`src/rtl/opfetch_pkg.sv`:
```
// Shared constants for the operand fetch sequencer: FSM encoding, job modes
// and the default number of bank slots written per load sequence.
package opfetch_pkg;

  // FSM state encoding
  localparam logic [2:0] StIdle    = 3'd0;
  localparam logic [2:0] StKick    = 3'd1;
  localparam logic [2:0] StLoad    = 3'd2;
  localparam logic [2:0] StAccept  = 3'd3;
  localparam logic [2:0] StIssueLo = 3'd4;
  localparam logic [2:0] StIssueHi = 3'd5;
  localparam logic [2:0] StFin     = 3'd6;

  // Job modes, also driven straight onto the bank Core1 select
  localparam logic [1:0] MODE_MIXED = 2'd0;
  localparam logic [1:0] MODE_A     = 2'd1;
  localparam logic [1:0] MODE_B     = 2'd2;
  localparam logic [1:0] MODE_ILL   = 2'd3;

  localparam int unsigned NUM_SLOTS_DEF = 3;

  // Single-operand modes only need Core1 on the LSB beat; Core2 takes both beats.
  function automatic logic core1_needed(input logic [1:0] mode, input logic hi_beat);
    return (mode == MODE_MIXED) || !hi_beat;
  endfunction

endpackage

```
`src/rtl/opfetch_hs_join.sv`:
```
// Dual valid/ready join for one operand beat. Valids launch one cycle after the
// beat starts (bank read latency); each core's valid drops on its own accept and
// the beat completes once every needed core has accepted.
module opfetch_hs_join (
  input  logic clk_i,
  input  logic rst_i,
  input  logic beat_active_i,
  input  logic need1_i,
  input  logic need2_i,
  input  logic core1_ready_i,
  input  logic core2_ready_i,
  output logic core1_valid_o,
  output logic core2_valid_o,
  output logic beat_done_o
);

  logic arm_q, arm_d;
  logic acc1_q, acc1_d;
  logic acc2_q, acc2_d;
  logic done1, done2;

  // Handshake outputs and per-core accept tracking
  always_comb begin
    core1_valid_o = arm_q & need1_i & ~acc1_q;
    core2_valid_o = arm_q & need2_i & ~acc2_q;
    done1         = ~need1_i | acc1_q | (core1_valid_o & core1_ready_i);
    done2         = ~need2_i | acc2_q | (core2_valid_o & core2_ready_i);
    beat_done_o   = arm_q & done1 & done2;
    // Clearing arm on completion gives the next beat its own 1-cycle launch delay.
    arm_d         = beat_active_i & ~beat_done_o;
    acc1_d        = arm_d & (acc1_q | (core1_valid_o & core1_ready_i));
    acc2_d        = arm_d & (acc2_q | (core2_valid_o & core2_ready_i));
  end

  // Join state registers
  always_ff @(posedge clk_i) begin
    if (rst_i) begin
      arm_q  <= 1'b0;
      acc1_q <= 1'b0;
      acc2_q <= 1'b0;
    end else begin
      arm_q  <= arm_d;
      acc1_q <= acc1_d;
      acc2_q <= acc2_d;
    end
  end

endmodule

```
`src/rtl/operand_fetch_ctrl.sv`:
```
// Operand fetch sequencer: kicks the bank load, counts the load beats, then
// turns multiply jobs into LSB/MSB bank read beats toward Core1/Core2.
// Optional start-to-done cycle counter enabled by OPFETCH_PERF_CNT_EN.
module operand_fetch_ctrl
  import opfetch_pkg::*;
#(
  parameter int unsigned DATA      = 256,
  parameter int unsigned NUM_SLOTS = NUM_SLOTS_DEF,
  parameter int unsigned ADDR_W    = 2
) (
  input  logic              clk,
  input  logic              rst,
  input  logic              start,
  input  logic              load_valid,
  output logic              load_ready,
  output logic              wr_reg,
  input  logic              job_valid,
  output logic              job_ready,
  input  logic [1:0]        job_mode,
  input  logic [ADDR_W-1:0] job_addr1,
  input  logic [ADDR_W-1:0] job_addr2,
  input  logic [ADDR_W-1:0] job_addr_c2,
  input  logic              job_last,
  output logic [ADDR_W-1:0] addr_reg_a_1,
  output logic [ADDR_W-1:0] addr_reg_a_2,
  output logic [ADDR_W-1:0] addr_reg_b,
  output logic [1:0]        data_a_b_core1,
  output logic              msb_core1,
  output logic              mul_msb,
  output logic              core1_valid,
  input  logic              core1_ready,
  output logic              core2_valid,
  input  logic              core2_ready,
  output logic              busy,
  output logic              done,
  output logic              err,
  output logic [15:0]       perf_cycles
);

  localparam int unsigned CntW = (NUM_SLOTS > 1) ? $clog2(NUM_SLOTS) : 1;
  localparam logic [CntW-1:0] LastSlot = CntW'(NUM_SLOTS - 1);

  // The operand datapath lives in the bank; only the half-split must be well formed.
  if ((DATA % 2) != 0) begin : g_data_odd
  end

  logic [2:0]        state_q, state_d;
  logic [CntW-1:0]   cnt_q, cnt_d;
  logic              err_q, err_d;
  logic [1:0]        mode_q, mode_d;
  logic [ADDR_W-1:0] a1_q, a1_d;
  logic [ADDR_W-1:0] a2_q, a2_d;
  logic [ADDR_W-1:0] b_q, b_d;
  logic              last_q, last_d;
  logic              beat_active, need1, beat_done;

  // Next-state logic for the sequencer and latched job descriptor
  always_comb begin
    state_d = state_q;
    cnt_d   = cnt_q;
    err_d   = err_q;
    mode_d  = mode_q;
    a1_d    = a1_q;
    a2_d    = a2_q;
    b_d     = b_q;
    last_d  = last_q;
    unique case (state_q)
      StIdle: begin
        if (start) begin
          state_d = StKick;
          err_d   = 1'b0;
        end
      end
      StKick: begin
        state_d = StLoad;
        cnt_d   = '0;
      end
      StLoad: begin
        // Load cannot stall: a missing beat is flagged but the count runs on.
        if (!load_valid) err_d = 1'b1;
        if (cnt_q == LastSlot) begin
          cnt_d   = '0;
          state_d = StAccept;
        end else begin
          cnt_d = cnt_q + CntW'(1);
        end
      end
      StAccept: begin
        if (job_valid) begin
          if (job_mode == MODE_ILL) begin
            err_d   = 1'b1;
            state_d = job_last ? StFin : StAccept;
          end else begin
            mode_d  = job_mode;
            a1_d    = job_addr1;
            a2_d    = job_addr2;
            b_d     = job_addr_c2;
            last_d  = job_last;
            state_d = StIssueLo;
          end
        end
      end
      StIssueLo: begin
        if (beat_done) state_d = StIssueHi;
      end
      StIssueHi: begin
        if (beat_done) state_d = last_q ? StFin : StAccept;
      end
      StFin: begin
        state_d = StIdle;
      end
      default: begin
        state_d = StIdle;
      end
    endcase
  end

  // Sequencer state registers
  always_ff @(posedge clk) begin
    if (rst) begin
      state_q <= StIdle;
      cnt_q   <= '0;
      err_q   <= 1'b0;
      mode_q  <= '0;
      a1_q    <= '0;
      a2_q    <= '0;
      b_q     <= '0;
      last_q  <= 1'b0;
    end else begin
      state_q <= state_d;
      cnt_q   <= cnt_d;
      err_q   <= err_d;
      mode_q  <= mode_d;
      a1_q    <= a1_d;
      a2_q    <= a2_d;
      b_q     <= b_d;
      last_q  <= last_d;
    end
  end

  // State-decoded control outputs
  always_comb begin
    wr_reg         = (state_q == StKick);
    load_ready     = (state_q == StLoad);
    job_ready      = (state_q == StAccept);
    done           = (state_q == StFin);
    busy           = (state_q != StIdle);
    msb_core1      = (state_q == StIssueHi);
    mul_msb        = (state_q == StIssueHi);
    beat_active    = (state_q == StIssueLo) || (state_q == StIssueHi);
    need1          = core1_needed(mode_q, state_q == StIssueHi);
    addr_reg_a_1   = a1_q;
    addr_reg_a_2   = a2_q;
    addr_reg_b     = b_q;
    data_a_b_core1 = mode_q;
    err            = err_q;
  end

  opfetch_hs_join u_hs_join (
    .clk_i         (clk),
    .rst_i         (rst),
    .beat_active_i (beat_active),
    .need1_i       (need1),
    .need2_i       (1'b1),
    .core1_ready_i (core1_ready),
    .core2_ready_i (core2_ready),
    .core1_valid_o (core1_valid),
    .core2_valid_o (core2_valid),
    .beat_done_o   (beat_done)
  );

`ifdef OPFETCH_PERF_CNT_EN
  logic [15:0] perf_q, perf_d;

  // Saturating busy-cycle counter, restarted by an accepted start
  always_comb begin
    perf_d = perf_q;
    if (state_q == StIdle) begin
      if (start) perf_d = '0;
    end else if (perf_q != 16'hFFFF) begin
      perf_d = perf_q + 16'd1;
    end
  end

  // Perf counter register
  always_ff @(posedge clk) begin
    if (rst) perf_q <= '0;
    else     perf_q <= perf_d;
  end

  assign perf_cycles = perf_q;
`else
  assign perf_cycles = '0;
`endif

endmodule

```
`config.mk`:
```
export PLATFORM = sky130hd
export DESIGN_NAME = operand_fetch_ctrl
export DESIGN_NICKNAME = d
export VERILOG_FILES = /design/src/rtl/opfetch_pkg.sv /design/src/rtl/opfetch_hs_join.sv /design/src/rtl/operand_fetch_ctrl.sv
export SDC_FILE = /design/constraint.sdc
export NUM_CORES = 1
export LEC_CHECK = 0
export CORE_ASPECT_RATIO = 2
export CORE_MARGIN = 2
export CORE_UTILIZATION = 40
export DETAILED_ROUTE_END_ITERATION = 10
export GPL_TIMING_DRIVEN = 0
export MAX_ROUTING_LAYER = met4
export PLACE_DENSITY = 0.85
export SLEW_MARGIN = 5
export SYNTH_ARGS = -nofsm -noshare
export SYNTH_HDL_FRONTEND = slang
export SYNTH_SLANG_ARGS = --single-unit
```
`constraint.sdc`:
```
create_clock -name clk -period 1.6 [get_ports clk]
set_input_delay 0.16 -clock clk [delete_from_list [all_inputs] [get_ports clk]]
set_output_delay 0.16 -clock clk [all_outputs]
set_load 0.005 [all_outputs]
```
==> Word level (Yosys, flattened, before mapping) <==
Cells that the tools add are included.
Widths: inputs -> output; s select.
{ "op_classes": {"add_sub_neg": 1, "multipliers": 0, "div": 0, "n_lt_le_gt_ge": 0, "eq_ne": 15, "shift": 0, "mux": 16, "bitwise_logic": 19, "reduce_logical": 11} }
{ "op_table": {"columns": ["operator", "count"], "rows": [
  ["$mux 3", 8],
  ["$pmux 3 s6", 1],
  ["$and 1x1->1", 10],
  ["$reduce_and 5->1", 2],
  ["$eq 3x3->1 const B", 3],
  ["$ne 2x2->1 const B", 4],
  ["$eq 3x2->1 const B", 2],
  ["$ne 2x1->1 const B", 3],
  ["$reduce_bool 3->1", 2],
  ["$not 1->1", 5],
  ["$eq 2x2->1 const B", 2],
  ["$mux 1", 4],
  ["$or 1x1->1", 4],
  ["$pmux 2 s2", 1],
  ["$eq 3x1->1 const B", 1],
  ["$logic_not 3->1", 1],
  ["$pmux 1 s3", 1],
  ["$reduce_and 3->1", 1],
  ["$add 2x1->2 const B", 1],
  ["$logic_not 2->1", 1],
  ["$logic_or 1x1->1", 2],
  ["$mux 2", 1],
  ["$reduce_bool 2->1", 1],
  ["$logic_not 1->1", 1]
]} }
{ "word_totals": {"reg_bits": 18, "latch_bits": 0, "ramBits": 0, "mem_bits_ro": 0, "inputBits": 16, "out_inout_bits": 34, "elab_cells": 73, "memories": 0} }

==> Logic depth before layout (Yosys ltp) <==
{ "depth": {"word_depth": 12, "depth_mapped": 5, "mapped_depth_nobuf": 4} }

==> Modules after synthesis <==
From an unflattened synthesis, not the netlist that was laid out.
{ "hier_totals": {"cells_unflattened": 122, "hier_area_um2": 1062.3} }
{ "modules_own_cells": {"columns": ["mod", "instances", "cells_per_inst", "area_each_um2", "seq_area_each_um2"], "rows": [
  ["operand_fetch_ctrl", 1, 108, 918.4, 300.3],
  ["opfetch_hs_join", 1, 14, 143.9, 60.1]
]} }

==> Least setup slack after synthesis <==
No wires, ideal clock.
{ "synth_timing": {"kind": "register -> register", "startpoint": "register state_q[0]", "endpoint": "register cnt_q[0]", "setup_time_ns": 0.128, "t_arrival_ns": 1.089, "required_ns": 1.472, "slack_ns": 0.384, "stages_incl_launch_ff": 6, "path_buffers": 1, "synth_period_minus_slack_ns": 1.216, "cell_sequence": "dfxtp_1 buf_4 nor3b_2 nor2_1 a22oi_1 nor2_1"} }
{ "synth_via": {"elab_chain_cells": 2, "elab_cells_between_ends": 4, "classes_between": "2 x eq/ne; 1 x mux; 1 x reduce/logical"} }
{ "synth_lines": {"columns": ["element", "line_no", "source"], "rows": [
  ["from (decl)", "operand_fetch_ctrl.sv:47", "logic [2:0] state_q, state_d;"],
  ["from (signal assigned)", "operand_fetch_ctrl.sv:121", "state_q <= StIdle;"],
  ["from (signal assigned)", "operand_fetch_ctrl.sv:130", "state_q <= state_d;"],
  ["$eq 3x1->1 (*)", null, null],
  ["named net wr_reg", "operand_fetch_ctrl.sv:16", "output logic wr_reg,"],
  ["$pmux 2 s2 or $reduce_bool 2->1 (tied branches)", null, null],
  ["to (signal assigned)", "operand_fetch_ctrl.sv:131", "cnt_q <= cnt_d;"],
  ["to (decl)", "operand_fetch_ctrl.sv:48", "logic [CntW-1:0] cnt_q, cnt_d;"]
]} }
Mark *: on every way through the listed nets, which the timed path passes. The rest lies on a longest branch.
A chain may end at the register's enable or synchronous reset.

==> Final worst setup path <==
{ "layout_timing": {"startpoint": "register state_q[0]", "endpoint": "register a2_q[1], in the netlist addr_reg_a_2[1]"} }
{ "layout_via": {"elab_chain_cells": 2} }
{ "layout_lines": {"columns": ["element", "line_no", "source"], "rows": [
  ["$eq 3x2->1", "operand_fetch_ctrl.sv:67", "unique case (state_q)"],
  ["$reduce_and 3->1 (no line)", null, null],
  ["to (signal assigned)", "operand_fetch_ctrl.sv:126", "a2_q <= '0;"],
  ["to (signal assigned)", "operand_fetch_ctrl.sv:135", "a2_q <= a2_d;"],
  ["to (decl)", "operand_fetch_ctrl.sv:52", "logic [ADDR_W-1:0] a2_q, a2_d;"]
]} }
No other way between the ends.

==> flow_summary.toml <==
[outcome]
status = "finished clean"

[die]
dieHeight_um = 76.5
io_pins = 50
dieArea_um2 = 3080
core_area_um2 = 2540
die_x_um = 40.2
start_util_pct = 41.4
floorplan.rows = 26

[grt]
grt_pass1_wl_um = 4060
overflow = 0
grt_max_degree = 11
antenna_found_initial = 0
grt_pass1_vias = 973
grtUsageTotal_pct = 18.6

[logic_synthesis]
ys_top_cells_by_count = "buf_4, dfxtp_1, nor2_1"
yosysMostFrequentCell = "buf_4"
yosys.area.top_type = "dfxtp_1"
ys_types = 35
synth-edff-count = 0
async_reset_ff_share_pct = 0
netlist.area_leader.share_pct = 34.3
yosys_warnings = 0
ys_top_cells_by_area = "dfxtp_1, buf_4, mux2i_1"
dominantRegCellSynth = "dfxtp_1"
avgSynthCellArea_um2 = 8.68
postSynthCellCount = 121
ys_seq_elements = 18
ys_seq_area_share_pct = 34.3
syn_area_um2 = 1050

[setup_path]
r2r_cells = 7
r2r_setup_slack_ps = 60
r2r_end = "addr_reg_a_2[1]"
cp-start-kind = "register"
crit_path_end_kind = "register"
worstPathMaxFanout = 9
startpoint = "state_q[0]"
crit_type = "reg -> reg"
r2r-start = "state_q[0]"
crit_end = "addr_reg_a_2[1]"
cp.required_ps = 1730
cp.arrival_ps = 1670

[power]
cellPowerDensity_nw_per_um2 = 1180
peakVddDrop_uv = 782
power.leakage_uw = 0.000806
fin_total_pwr_uw = 1920

[timing]
max_freq_mhz = 650
slew_violations = 0
setup_viol = 0
timing.final.ws_setup_ps = 60.8
grt_setup_unrepaired = "no"
post-route-min-period_ps = 1540
fin_crit_sh_pct = 96.2
hold_viol_final = 0
fin_skew_ps = 0.952

[routing]
drtIter0Drc = 8
vias = 1009
ant_nets = 0
wl_per_cell_um = 12.4
totalWireLength_um = 2570
vias_per_cell = 4.85
detail_route.first_pass.iterations = 4
post-route-drc-count = 0

[flow_run]
drv_cap = 0

[clocking]
htree_levels = 1
root_buffer = "clkbuf_8"
clk_pin_slew_ps = 70
clockBufferDepth = 2
numCtsBuffers = 3
clock_sinks = 18
clock_latency_ps = 250
cts_tree = "done"

[finish]
layout.nets = 197
syn2layout_area_growth_pct = 55.4
final_util_pct = 64.3
drive_gt1_share_pct = 26.7
num_antenna_cells = 0

[worst_hold_path]
hp-class = "reg -> reg"
holdCritStartpoint = "cnt_q[1]"

[placed_design]
gp_congestion = 0.854
post-place-ws_ps = -83.1
hpwlAfterDp_um = 1870
numPortBuffers = 33
-- repair_timing --
item / in CTS / in global routing
pin swaps: 1 / 0
endpoints found under the setup margin: 8 / 5
hold buffers: 0 / 0
setup buffers: 5 / 2
resized for setup: 13 / 12
-- cells by family (layout without fill, tap and decap cells) --
kind of cell | after synthesis | after routing | share of synthesized area (%)
compound gates | 25 | 25 | 16.0
buf+inv | 28 | 72 | 18.2
flops | 18 | 18 | 34.3
mux | 9 | 9 | 8.58
other cells | 1 | 16 | 0.357
simple gates | 40 | 40 | 22.5
-- where the power goes --
group,switching [uW],internal [uW],total [uW]
registers,56.3,524,580
logic,445,520,965
clock network,156,219,375
total,657,1260,1920
-- sequential cells by signal (all words and copies together), names as in the netlist --
name              count
state_q               3
addr_reg_a_1          2
addr_reg_a_2          2
addr_reg_b            2
cnt_q                 2
data_a_b_core1        2
err                   1
last_q                1
u_hs_join.acc1_q      1
u_hs_join.acc2_q      1
u_hs_join.arm_q       1
-- layout make-up --
class	count	area, um2
plain buffers	22	176
clock buffers	4	55.1
multi-input cells	90	586
flip-flops and latches	18	369
repair buffers	40	388
inverters	6	22.5
fillers	223	906
well taps	28	35.0
-- worst min path at each step --
| stage | end | cells after the start |
|---|---|---|
| after CTS | cnt_q[1] | 2 |
| final | cnt_q[1] | 2 |
| after global routing | u_hs_join.acc1_q | 2 |
| after floorplan | cnt_q[1] | 1 |
| after detailed placement | cnt_q[1] | 2 |
| after global placement | cnt_q[1] | 2 |
-- critical path, cell delays in order (launching register included) --
cell	delay, ps
dfxtp_4	360
buf_4	140
and3b_2	220
buf_4	140
nand3_1	90
buf_6	170
mux2i_2	230
nor2_1	60
-- cells in the final DEF (no fill, tap or decap), drive strengths merged, types with 2 or more instances in the layout --
master,instances
a21oi,8
dlygate4sd2,4
nor3b,2
nor3,2
inv,6
nor2,16
nand2b,3
nand3,2
mux2i,9
and3b,2
nand2,6
o22ai,2
a22oi,3
conb,16
buf,28
clkbuf,5
clkdlybuf4s50,25
o2111ai,2
dlymetal6s2s,4
o21ai,5
dfxtp,18
nor2b,2
-- metal layers --
layer  wire length [um]  global-route usage, %  share of wire (%)  vias to the layer above
met5                  0                      -                  0                        -
met2               1460                   32.3                 57                       47
met3                179                   2.62                7.0                        4
met4                 32                   6.33                1.2                        0
li1                   -                      -                  -                      500
met1                900                   19.7                 35                      458
-- stage by stage --
step | hold WS (ps) | TNS, ps | instances | area (um2)
6_report | 499 | 0 | 208 | 1630
5_1_grt | 533 | 0 | 208 | 1630
4_1_cts | 502 | -280 | 206 | 1580
3_5_place_dp | 492 | -150 | 197 | 1470
3_3_place_gp | 464 | -125 | 197 | 1470
2_1_floorplan | 229 | 0 | 136 | 1110
Note: power is estimated with default switching activity, not from simulation.
==> edit 1: new RTL, config.mk and constraints unchanged <==
The package constant `NUM_SLOTS_DEF` goes from 3 to 2.
--- a/src/rtl/opfetch_pkg.sv
+++ b/src/rtl/opfetch_pkg.sv
@@ -17,7 +17,7 @@
   localparam logic [1:0] MODE_B     = 2'd2;
   localparam logic [1:0] MODE_ILL   = 2'd3;
 
-  localparam int unsigned NUM_SLOTS_DEF = 3;
+  localparam int unsigned NUM_SLOTS_DEF = 2;
 
   // Single-operand modes only need Core1 on the LSB beat; Core2 takes both beats.
   function automatic logic core1_needed(input logic [1:0] mode, input logic hi_beat);
Behaviour: not the same (Yosys sat finds a counterexample within 10 cycles, from zero or initial values and one cycle with rst high).
==> edit 1 against the original RTL <==
Synthesized area shrank 5.7%. Register-to-register slack improved by 0.19 ns. Design area down 6.2%. Global-route usage is essentially flat. Sequential cell count decreased by 1. Routed wire length decreased by 6.6%. Total power decreased by 4.5%. Worst setup slack got worse by 0.059 ns.
==> edit 1: results (changes against the original RTL) <==
Critical path
  – Critical Path Fanout Max: 5 (-4)
  – Slowest CP cell: clkdlybuf4s50_1
  – Reg2reg end: state_q[0]
  – Reg-to-reg slack, setup: 0.25 ns (+0.19 ns)
  – Top delay family on crit path: buffers and inverters
  – RR Startpoint: state_q[2]
  – Slowest stage delay, CP: 0.51 ns (+0.15 ns)
  – WP data arrival: 1.44 ns (-0.23 ns)
  – Depth of the worst register-to-register path: 4 (-3)

Logic synthesis
  – Top cells by area, synth: dfxtp_1 (34%), buf_4 (13%), mux2i_1 (10%), nor2_1 (6.1%), o21ai_0 (3.0%)
  – Yosys cell types: 37 (+5.7%)
  – Sequential area share after synthesis: 34.39% (+0.060 points)
  – Syn Area/Cell: 8.606 µm² (-0.80%)
  – Synth top cells by count: buf_4 (17), dfxtp_1 (17), nor2_1 (16), mux2i_1 (10), o21ai_0 (6)

Detailed routing
  – 1st-pass router iterations: 3 (-1)
  – Max Used Layer: met4
  – Final wirelength: 2.403 mm (-6.6%)
  – Vias: 941 (-6.7%)
  – Metal2 WL: 1.404 mm (-3.8%)
  – WL met1: 760 µm (-16%)
  – Initial detailed-routing violation count: 12 (+4)
  – Vias/cell: 4.777 (-1.5%)
  – Met3 routed WL: 181 µm (+1.1%)

Run status
  – Status: complete, no violations

Power
  – Clock net power: 0.000320 W (-15%)
  – Maximum vdd drop: 0.7393 mV (-5.5%)
  – Overall power: 0.001834 W (-4.5%)
  – Internal: 0.001199 W (-5.1%)
  – Seq pwr share: 31.2% (+1.0 points)
  – Static Leak: 0.7410 nW (-8.1%)

Global route
  – Vias in the first global route: 923 (-5.1%)
  – All-Layer GR Usage: 18.57% (about the same)
  – GR Util met1: 15.76% (-4.0 points)
  – M2 GR Usage: 36.30% (+4.0 points)
  – First-pass GRT wire length: 3.781 mm (-7.0%)
  – Met3 GRT Util: 2.687% (+0.063 points)
  – Pin count of the biggest net entering global routing: 11 (unchanged)

Min path
  – Worst min-delay path class: in2reg
  – Hold path start: rst
  – WHS Endpoint: cnt_q

CTS
  – Clock slew seen by the registers of the worst setup and hold paths: 0.07 ns (about the same)
  – Post-cts gate resize count: 22 (+9)
  – H-tree levels: 1 (unchanged)
  – Clock Latency Late Sink: 0.25 ns (about the same)
  – Setup repair bufs after CTS: 2 (-3)

Place
  – DP HPWL: 1.880 mm (+0.48%)
  – GPL Wtd Cong: 0.8373 (-2.0%)
  – Input/output buffers: 32 (-3.0%)
  – DP Area: 1400 µm² (-4.8%)

Finish
  – Share of post-route cells with drive strength above 1: 27.65% (+0.98 points)
  – Nets@finish: 187 (-5.1%)

STA
  – Final worst path period share: 99.90% (+3.7 points)
  – Setup Skew: 0.001201 ns (+0.0002485 ns)
  – Final hold slack: 0.2559 ns (-0.2429 ns)
-- edit 1: cells by family (layout without fill, tap and decap cells) --
| group | after synthesis | in the layout | synth area share [%] |
|---|---|---|---|
| AO/OA/AOI/OAI | 22 | 22 | 14.54 |
| buffers and inverters | 27 | 67 | 18.46 |
| flip-flops | 17 | 17 | 34.39 |
| multiplexers | 11 | 11 | 11.25 |
| other | 1 | 16 | 0.3789 |
| AND/OR/NAND/NOR | 37 | 37 | 20.99 |
-- edit 1: cell type report --
| type | count | area [µm²] |
|---|---|---|
| Fill cell | 209 | 815.8 |
| Multi-Input combinational cell | 86 | 556.8 |
| Sequential cell | 17 | 349.1 |
| Timing Repair Buffer | 36 | 345.3 |
| Buffer | 23 | 183.9 |
| Clock buffer | 3 | 41.29 |
| Tap cell | 27 | 33.78 |
| Inverter | 4 | 15.01 |
| Clock inverter | 1 | 5.005 |
-- edit 1: worst max path at each step --
| stage | from | to | slack, ns | cells past startpoint |
|---|---|---|---|---|
| global placement | state_q[2] | mul_msb | -0.01 | 5 |
| detailed placement | state_q[2] | mul_msb | -0.05 | 5 |
| finish | state_q[2] | load_ready | 0.002 | 3 |
| global route | state_q[2] | load_ready | -0.06 | 3 |
| CTS | state_q[1] | done | -0.02 | 3 |
| floorplan | state_q[1] | state_q[0] | 0.33 | 4 |
-- edit 1: through the flow --
| step | worst slack [ns] | utilization [%] |
|---|---|---|
| 2_1_floorplan | 0.3328 | - |
| 3_3_place_gp | -0.01054 | 59.68 |
| 3_5_place_dp | -0.05415 | 59.68 |
| 4_1_cts | -0.01550 | 64.11 |
| 5_1_grt | -0.06018 | 65.23 |
| 6_report | 0.001590 | 65.23 |
==> edit 2: new RTL, same flow settings <==
Without the edit above. Register the input `job_mode` before use, cleared by the reset. The logic sees it one clock later. The other inputs are not delayed to match.
--- a/src/rtl/operand_fetch_ctrl.sv
+++ b/src/rtl/operand_fetch_ctrl.sv
@@ -40,6 +40,16 @@
   localparam int unsigned CntW = (NUM_SLOTS > 1) ? $clog2(NUM_SLOTS) : 1;
   localparam logic [CntW-1:0] LastSlot = CntW'(NUM_SLOTS - 1);
 
+  logic [1:0] job_mode_q;
+
+  always_ff @(posedge clk) begin
+    if (rst) begin
+      job_mode_q <= '0;
+    end else begin
+      job_mode_q <= job_mode;
+    end
+  end
+
   // The operand datapath lives in the bank; only the half-split must be well formed.
   if ((DATA % 2) != 0) begin : g_data_odd
   end
@@ -87,11 +97,11 @@
       end
       StAccept: begin
         if (job_valid) begin
-          if (job_mode == MODE_ILL) begin
+          if (job_mode_q == MODE_ILL) begin
             err_d   = 1'b1;
             state_d = job_last ? StFin : StAccept;
           end else begin
-            mode_d  = job_mode;
+            mode_d  = job_mode_q;
             a1_d    = job_addr1;
             a2_d    = job_addr2;
             b_d     = job_addr_c2;
Function: changed (a bounded check fails within 10 cycles, from zero or initial values and one cycle with rst high).
==> edit 2 against the original RTL <==
Sequential cell count up 2. Die area increased by 3.4%. Clock skew barely moved. Design area is 3.6% higher. Worst setup slack got worse by 0.023 ns. Synthesized area up 3.7%. Total power shrank 3.4%. Routed wire length is 12% higher.
==> edit 2: results (changes against the original RTL) <==
Run status
  – Status: complete, no violations

Critical path
  – Depth of the worst register-to-register path: 5 (-2)
  – Critical Path Fanout Max: 3 (-6)
  – Reg2reg end: state_q[0]
  – Slowest stage delay, CP: 0.50 ns (+0.14 ns)
  – Reg-to-reg slack, setup: 0.10 ns (+0.04 ns)
  – Slowest CP cell: clkdlybuf4s50_1
  – RR Startpoint: data_a_b_core1[1]
  – WP data arrival: 1.40 ns (-0.27 ns)

Global route
  – All-Layer GR Usage: 19.36% (+0.80 points)
  – First-pass GRT wire length: 4.381 mm (+7.8%)
  – Pin count of the biggest net entering global routing: 12 (+1)
  – Vias in the first global route: 1095 (+13%)

Power
  – Maximum vdd drop: 0.9156 mV (+17%)
  – Overall power: 0.001855 W (-3.4%)
  – Static Leak: 0.7866 nW (-2.4%)
  – Clk pwr share: 20.3% (+0.8 points)
  – Sw power: 0.0006237 W (-5.1%)
  – Seq pwr share: 34.3% (+4.1 points)

Logic synthesis
  – Yosys cell types: 34 (-2.9%)
  – Synth top cells by count: dfxtp_1 (20), buf_4 (19), nor2_1 (16), mux2i_1 (9), a21oi_1 (7)
  – Top cells by area, synth: dfxtp_1 (37%), buf_4 (13%), mux2i_1 (8.3%), nor2_1 (5.5%), a21oi_1 (3.2%)
  – Sequential area share after synthesis: 36.78% (+2.5 points)
  – Cells after Synth: 128 (+5.8%)

STA
  – Setup Skew: 0.001126 ns (+0.0001736 ns)
  – Final hold slack: 0.4560 ns (-0.04276 ns)

Place
  – Cells after DPL: 204 (+3.6%)
  – DP Area: 1510 µm² (+2.6%)
  – Pre-CTS setup slack: -0.08684 ns (-0.003742 ns)
  – DP HPWL: 2.108 mm (+13%)
  – GPL Wtd Cong: 0.8494 (-0.56%)

Detailed routing
  – Initial detailed-routing violation count: 21 (+13)
  – Final wirelength: 2.870 mm (+12%)
  – Post-DR wirelength/cell: 13.23 µm (+6.9%)
  – Vias/cell: 5.217 (+7.5%)

Min path
  – Hold path start: job_mode[0]
  – Worst min-delay path class: in2reg

Finish
  – Nets@finish: 206 (+4.6%)
  – Biggest register: state_q
edit 2: cell types whose count changed in the layout (fill, tap and decap cells not counted), sizes merged, moves of 3 or more:
cell,delta
a22oi,-3
a31oi,+3
and3,+3
dlymetal6s2s,-4
inv,-3
nand2,-3
nor2b,+4
nor3,+3
o21ai,+4
edit 2: per-layer routing:
layer,vias to the layer above,routed length (µm),GRT usage (%)
li1,541,-,-
met1,512,1013,19.86
met2,68,1539,33.59
met3,11,217,2.286
met4,0,100,8.000
met5,-,0,-
edit 2: what timing repair did:
| action | 4_1_cts | 5_1_grt |
|---|---|---|
| setup buffers | 7 | 2 |
| hold buffers | 0 | 0 |
| pin swaps | 4 | 1 |
| resized for setup | 24 | 6 |
| setup endpoints to repair | 8 | 3 |
edit 2: final cells by class:
cell class,count,area [µm²]
buffer,23,178.9
clock buffer,4,55.05
fill,212,879.6
inverter,3,13.76
multi-input combinational,97,608.1
sequential,20,409.1
tap,28,35.03
timing repair buffer,42,390.4
edit 2: how the worst max path moves through the flow:
stage	from	endpoint	slack, ns	depth (start not counted)
floorplan	data_a_b_core1[0]	state_q[0]	0.32	4
global placement	state_q[2]	mul_msb	-0.04	5
CTS	state_q[0]	core1_valid	-0.01	5
finish	state_q[0]	job_ready	0.04	3
global route	state_q[0]	job_ready	0.0005	3
detailed placement	state_q[0]	mul_msb	-0.09	5
edit 2: kinds of logic (layout without fill, tap and decap cells):
family / count (synthesis) / after routing / share of synthesized area [%]
muxes: 9 / 9 / 8.276
other: 1 / 16 / 0.3445
DFF: 20 / 20 / 36.78
AOI/OAI and AO/OA: 28 / 28 / 17.36
buffers and inverters: 26 / 72 / 15.63
and+or+nand+nor: 44 / 44 / 21.61
